`src/rtl/rp_acq_bram_rd.sv`:
```
// rp_acq_bram_rd: burst read agent for the acquisition sample buffer.
// One request in flight at a time; samples leave through a 2-entry valid/ready buffer.
module rp_acq_bram_rd #(
    parameter int DW   = 14,
    parameter int RSZ  = 14,
    parameter int TOUT = 15
) (
    input  logic           adc_clk_i,
    input  logic           adc_rstn_i,
    input  logic           start_i,
    input  logic [RSZ-1:0] start_ptr_i,
    input  logic [RSZ:0]   len_i,
    input  logic           abort_i,
    output logic [RSZ-1:0] bram_rp_o,
    output logic           bram_ack_o,
    input  logic [DW-1:0]  bram_dat_i,
    input  logic           bram_ack_i,
    output logic [DW-1:0]  dat_o,
    output logic           val_o,
    input  logic           rdy_i,
    output logic           last_o,
    output logic           busy_o,
    output logic           done_o,
    output logic           err_o
);

    typedef enum logic [1:0] {IDLE, REQ, WAIT, DRAIN} state_t;

    localparam logic [7:0] TLOAD = 8'(TOUT);

    state_t         st, st_n;
    logic [RSZ:0]   rem, rem_n;
    logic [7:0]     tcnt, tcnt_n;
    logic           abt, abt_n;
    logic [RSZ-1:0] rp_n;
    logic           req_n, busy_n, done_n, err_n;
    logic           push, flush, pop;
    logic           drained, tail;
    logic [DW-1:0]  sdat;
    logic           slast, sval;

    assign pop  = val_o & rdy_i;
    assign tail = (rem == (RSZ+1)'(1));
    // buffer holds nothing after this cycle's pop
    assign drained = !val_o || (!sval && rdy_i);

    always_comb begin
        st_n   = st;
        rp_n   = bram_rp_o;
        rem_n  = rem;
        tcnt_n = tcnt;
        abt_n  = abt;
        req_n  = 1'b0;
        busy_n = busy_o;
        done_n = 1'b0;
        err_n  = err_o;
        push   = 1'b0;
        flush  = 1'b0;
        unique case (st)
            IDLE: begin
                if (start_i) begin
                    err_n = 1'b0;
                    if (len_i != '0) begin
                        rp_n   = start_ptr_i;
                        rem_n  = len_i;
                        busy_n = 1'b1;
                        abt_n  = 1'b0;
                        req_n  = 1'b1;
                        tcnt_n = TLOAD;
                        st_n   = REQ;
                    end else begin
                        done_n = 1'b1;
                    end
                end
            end
            REQ: begin
                if (bram_ack_o) begin
                    // request is out: its acknowledge must be absorbed in WAIT
                    tcnt_n = tcnt - 8'd1;
                    st_n   = WAIT;
                    if (abort_i) begin
                        abt_n = 1'b1;
                        flush = 1'b1;
                    end
                end else if (abort_i) begin
                    flush  = 1'b1;
                    busy_n = 1'b0;
                    st_n   = IDLE;
                end else if (!(sval && !rdy_i)) begin
                    req_n  = 1'b1;
                    tcnt_n = TLOAD;
                end
            end
            WAIT: begin
                if (abort_i) begin
                    abt_n = 1'b1;
                    flush = 1'b1;
                end
                if (bram_ack_i) begin
                    if (abt || abort_i) begin
                        abt_n  = 1'b0;
                        busy_n = 1'b0;
                        st_n   = IDLE;
                    end else begin
                        push  = 1'b1;
                        rp_n  = bram_rp_o + 1'b1;
                        rem_n = rem - 1'b1;
                        if (tail) begin
                            st_n = DRAIN;
                        end else begin
                            st_n   = REQ;
                            req_n  = drained;
                            tcnt_n = TLOAD;
                        end
                    end
                end else if (tcnt <= 8'd1) begin
                    err_n  = 1'b1;
                    flush  = 1'b1;
                    abt_n  = 1'b0;
                    busy_n = 1'b0;
                    st_n   = IDLE;
                end else begin
                    tcnt_n = tcnt - 8'd1;
                end
            end
            DRAIN: begin
                if (abort_i) begin
                    flush  = 1'b1;
                    busy_n = 1'b0;
                    st_n   = IDLE;
                end else if (drained) begin
                    done_n = 1'b1;
                    busy_n = 1'b0;
                    st_n   = IDLE;
                end
            end
            default: st_n = IDLE;
        endcase
    end

    always_ff @(posedge adc_clk_i or negedge adc_rstn_i) begin
        if (!adc_rstn_i) begin
            st         <= IDLE;
            rem        <= '0;
            tcnt       <= '0;
            abt        <= 1'b0;
            bram_rp_o  <= '0;
            bram_ack_o <= 1'b0;
            busy_o     <= 1'b0;
            done_o     <= 1'b0;
            err_o      <= 1'b0;
        end else begin
            st         <= st_n;
            rem        <= rem_n;
            tcnt       <= tcnt_n;
            abt        <= abt_n;
            bram_rp_o  <= rp_n;
            bram_ack_o <= req_n;
            busy_o     <= busy_n;
            done_o     <= done_n;
            err_o      <= err_n;
        end
    end

    // head register drives the stream, second slot is the skid entry
    always_ff @(posedge adc_clk_i or negedge adc_rstn_i) begin
        if (!adc_rstn_i) begin
            dat_o  <= '0;
            last_o <= 1'b0;
            val_o  <= 1'b0;
            sdat   <= '0;
            slast  <= 1'b0;
            sval   <= 1'b0;
        end else if (flush) begin
            val_o  <= 1'b0;
            last_o <= 1'b0;
            sval   <= 1'b0;
        end else if (pop) begin
            if (sval) begin
                dat_o  <= sdat;
                last_o <= slast;
                sval   <= push;
                sdat   <= bram_dat_i;
                slast  <= tail;
            end else if (push) begin
                dat_o  <= bram_dat_i;
                last_o <= tail;
            end else begin
                val_o  <= 1'b0;
                last_o <= 1'b0;
            end
        end else if (push) begin
            if (val_o) begin
                sdat  <= bram_dat_i;
                slast <= tail;
                sval  <= 1'b1;
            end else begin
                dat_o  <= bram_dat_i;
                last_o <= tail;
                val_o  <= 1'b1;
            end
        end
    end

endmodule

```
`config.mk`:
```
export PLATFORM = sky130hd
export DESIGN_NAME = rp_acq_bram_rd
export DESIGN_NICKNAME = d
export VERILOG_FILES = /design/src/rtl/rp_acq_bram_rd.sv
export SDC_FILE = /design/constraint.sdc
export NUM_CORES = 1
export LEC_CHECK = 0
export ABC_AREA = 0
export CAP_MARGIN = 40
export CELL_PAD_IN_SITES_DETAIL_PLACEMENT = 1
export CELL_PAD_IN_SITES_GLOBAL_PLACEMENT = 2
export CORE_MARGIN = 3
export CORE_UTILIZATION = 35
export DETAILED_ROUTE_END_ITERATION = 10
export MAX_ROUTING_LAYER = met4
export PLACE_DENSITY = 0.84
export SETUP_SLACK_MARGIN = 0.02
export SYNTH_ARGS = -nofsm -noshare
export SYNTH_HDL_FRONTEND = slang
export SYNTH_SLANG_ARGS = --single-unit
```
`constraint.sdc`:
```
create_clock -name adc_clk_i -period 3.6 [get_ports adc_clk_i]
set_input_delay 1.08 -clock adc_clk_i [delete_from_list [all_inputs] [get_ports adc_clk_i]]
set_output_delay 1.08 -clock adc_clk_i [all_outputs]
set_load 0.05 [all_outputs]
```
==> flow_metrics.env <==
export IMPL_grt_pass1_vias=4426
export IMPL_place_area_mm2=0.005648
export IMPL_crit_end="bram_rp_o[3]"
export IMPL_synth_ff_type="dfrtp_1"
export IMPL_antenna_found_initial=0
export IMPL_synth_distinct_cells=72
export IMPL_ys_seq_area_share_pct=41.69
export IMPL_maxSlewViolCount=0
export IMPL_criticalPathCategory="input port to register"
export IMPL_power_frac_seq_pct=28.6
export IMPL_final_common_cell="clkdlybuf4s50_1"
export IMPL_tightest_slew_ps=845.9
export IMPL_reg2reg_to="bram_rp_o[3]"
export IMPL_clock_sinks=76
export IMPL_nets=622
export IMPL_dp_cells=724
export IMPL_wl_per_cell_um=17.78
export IMPL_crit_path_end_kind="register"
export IMPL_rsz0062_at_grt="false"
export IMPL_die_x_um=120.2
export IMPL_slew_headroom_pct=43.08
export IMPL_antenna_cells=0
export IMPL_cts_setup_buffers=0
export IMPL_fin_worst_skew_ps=7.480
export IMPL_cp_slowest_cell="nor3_2"
export IMPL_ios=83
export IMPL_rows=41
export IMPL_pwr_share_clk_pct=17.9
export IMPL_die_area_mm2=0.01444
export IMPL_synth_edff_count=0
export IMPL_startpoint="len_i[4]"
export IMPL_holdCritPathClass="register to register"
export IMPL_finalHoldViolCount=0
export IMPL_grt_ovfl_total=0
export IMPL_syn_to_final_growth_pct=31.10
export IMPL_cts_root_buf="clkbuf_16"
export IMPL_worst_r2r_setup_slack_ps=840
export IMPL_fin_ws_ps=684.5
export IMPL_fin_cells=740
export IMPL_port_buffers=82
export IMPL_drv_cap=0
export IMPL_final_setup_viol_count=0
export IMPL_cts_resized_gates=0
export IMPL_clockBufferDepth=2
export IMPL_ir_drop_v=0.0004524
export IMPL_p_sw_uw=2638
export IMPL_vias_per_cell=5.526
export IMPL_syn_inst=472
export IMPL_status="finished, final reports clean"
export IMPL_cts_reportedPaths_clkPinSlew_ps=60
export IMPL_wl_um=13160
export IMPL_power_share_switching_pct=46.63
export IMPL_synth_seq_cells=76
export IMPL_pwr_share_comb_pct=53.6
export IMPL_intPower_uw=3018
export IMPL_cts_hold_buf=0
export IMPL_finalCritPeriodShare_pct=80.99
export IMPL_post_route_cell_area_mm2=0.005981
export IMPL_start_kind="input port"
export IMPL_reg2regPathDepth=8
export IMPL_power_density_mw_per_mm2=945.7
export IMPL_tns_ps=0
export IMPL_cts_tree="built"
export IMPL_ys_warn_count=0
export IMPL_period_needed_ps=2915
export IMPL_grt_usage_pct=20.01
export IMPL_grt_pass1_wl_um=22690
export IMPL_clkLatencyLatePin_ps=330
export IMPL_dr_pass1_iters=4
export IMPL_crit_arrival_ps=3160
export IMPL_power_leakage_uw=0.002529
export IMPL_place_congestion=0.8599
export IMPL_dp_slack_ps=299.4
export IMPL_grt_max_degree=57
export IMPL_cp_cell_sequence="clkdlybuf4s50_1 > nor4_1 > buf_4 > and4_1 > nor3_2 > buf_4 > nor2_1 > nor3_1"
export IMPL_drive_gt1_share_pct=13.56
export IMPL_slowest_delay_ps=600
export IMPL_hpwl_um=9489
export IMPL_fmax_mhz=343.0
export IMPL_syn_area_mm2=0.004562
export IMPL_async_flop_share_pct=100.0
export IMPL_timing_rr_start="st[0]"
export IMPL_start_util_pct=36.00
export IMPL_num_vias=4089
export IMPL_final_antenna_net_count=0
export IMPL_cts_buffers=9
export IMPL_route_detailed_drc=0
export IMPL_post_route_util_pct=47.20
export IMPL_crit_top_cell="buf_4"
export IMPL_drt_iter0_drc=167
export IMPL_cp_data_required_time_ps=3850
export IMPL_crit_fanout=12
export IMPL_synth_nets=531
export IMPL_die_height_um=120.2
export IMPL_core_area_mm2=0.01267
export IMPL_htreeDepth=3
export IMPL_avgSynthCellArea_um2=9.665
export IMPL_mostFrequentLayoutCells="clkdlybuf4s50_1, dfrtp_1, nand2_1"
==> sequential cells by signal (all words and copies together) (netlist names), 2 cells and up <==
signal and count:
st 2, sdat 14, rem 15, dat_o 14, bram_rp_o 14, tcnt 8
==> layout make-up <==
cell class              count  area (um2)
repair buffers            104        1020
flip-flops and latches     76        1902
clock inverters             6       93.84
clock buffers              10       239.0
multi-input cells         358        2459
well taps                 172       215.2
inverters                  14       52.55
fillers                  1451        6690
==> logic make-up after synthesis <==
family | share of synthesized area [%]
AND/OR/NAND/NOR | 22.82
flip-flops | 41.69
multiplexers | 9.353
buffers and inverters | 4.416
adder cells (fa/ha/maj) | 2.743
AO/OA/AOI/OAI | 18.98
==> how the worst min path moves through the flow <==
stage	endpoint	cells past startpoint	startpoint	slack [ps]
detailed placement	dat_o[1]	2	dat_o[1]	470
global route	sdat[2]	1	sdat[2]	530
CTS	dat_o[1]	2	dat_o[1]	480
global placement	dat_o[1]	2	dat_o[1]	460
finish	dat_o[13]	2	dat_o[13]	480
floorplan	slast	2	slast	450
==> stage by stage <==
| step | hold slack (ps) | total power (uW) |
|---|---|---|
| final | 477.8 | 5656 |
| after global routing | 527.1 | 6083 |
| after CTS | 482.7 | 5710 |
| after detailed placement | 469.5 | 4663 |
| after global placement | 462.6 | 4567 |
| after floorplan | 450.2 | 3690 |
==> worst max-delay path: cells and delay by family <==
| family | cells | cell delay, ps |
|---|---|---|
| simple gates | 5 | 1120 |
| buf+inv | 3 | 950 |
==> cells in the mapped netlist, types with 5 or more instances <==
library cell,count,area [um2]
nand3_1,28,140.1
buf_2,5,25.02
a21oi_1,27,135.1
buf_4,7,52.55
and3_1,5,31.28
nand4_1,9,56.30
clkbuf_1,7,26.28
inv_1,14,52.55
o21ai_0,23,115.1
nor2_1,33,123.9
mux2i_1,19,190.2
nor3_1,18,90.09
nor4_1,12,75.07
mux2_2,8,90.09
nor2b_1,5,31.28
o22ai_1,29,181.4
nand2_1,42,157.7
ha_1,10,125.1
dfrtp_1,76,1902
mux2_4,9,135.1
==> power groups by stage <==
stage	clock network, uW	logic, uW	registers, uW
finish	1010	3030	1610
global route	1080	3310	1690
CTS	1040	3060	1620
detailed placement	0	3040	1620
global placement	0	2960	1600
floorplan	0	1600	2090
==> layer usage <==
layer	share of wire, %	GRT usage, %	vias up
met2	48	32.21	93
li1	-	-	1963
met3	4.2	3.959	10
met4	1.0	4.510	0
met1	47	26.29	2023
met5	0	-	-
Power figures use the tool's default switching activity.
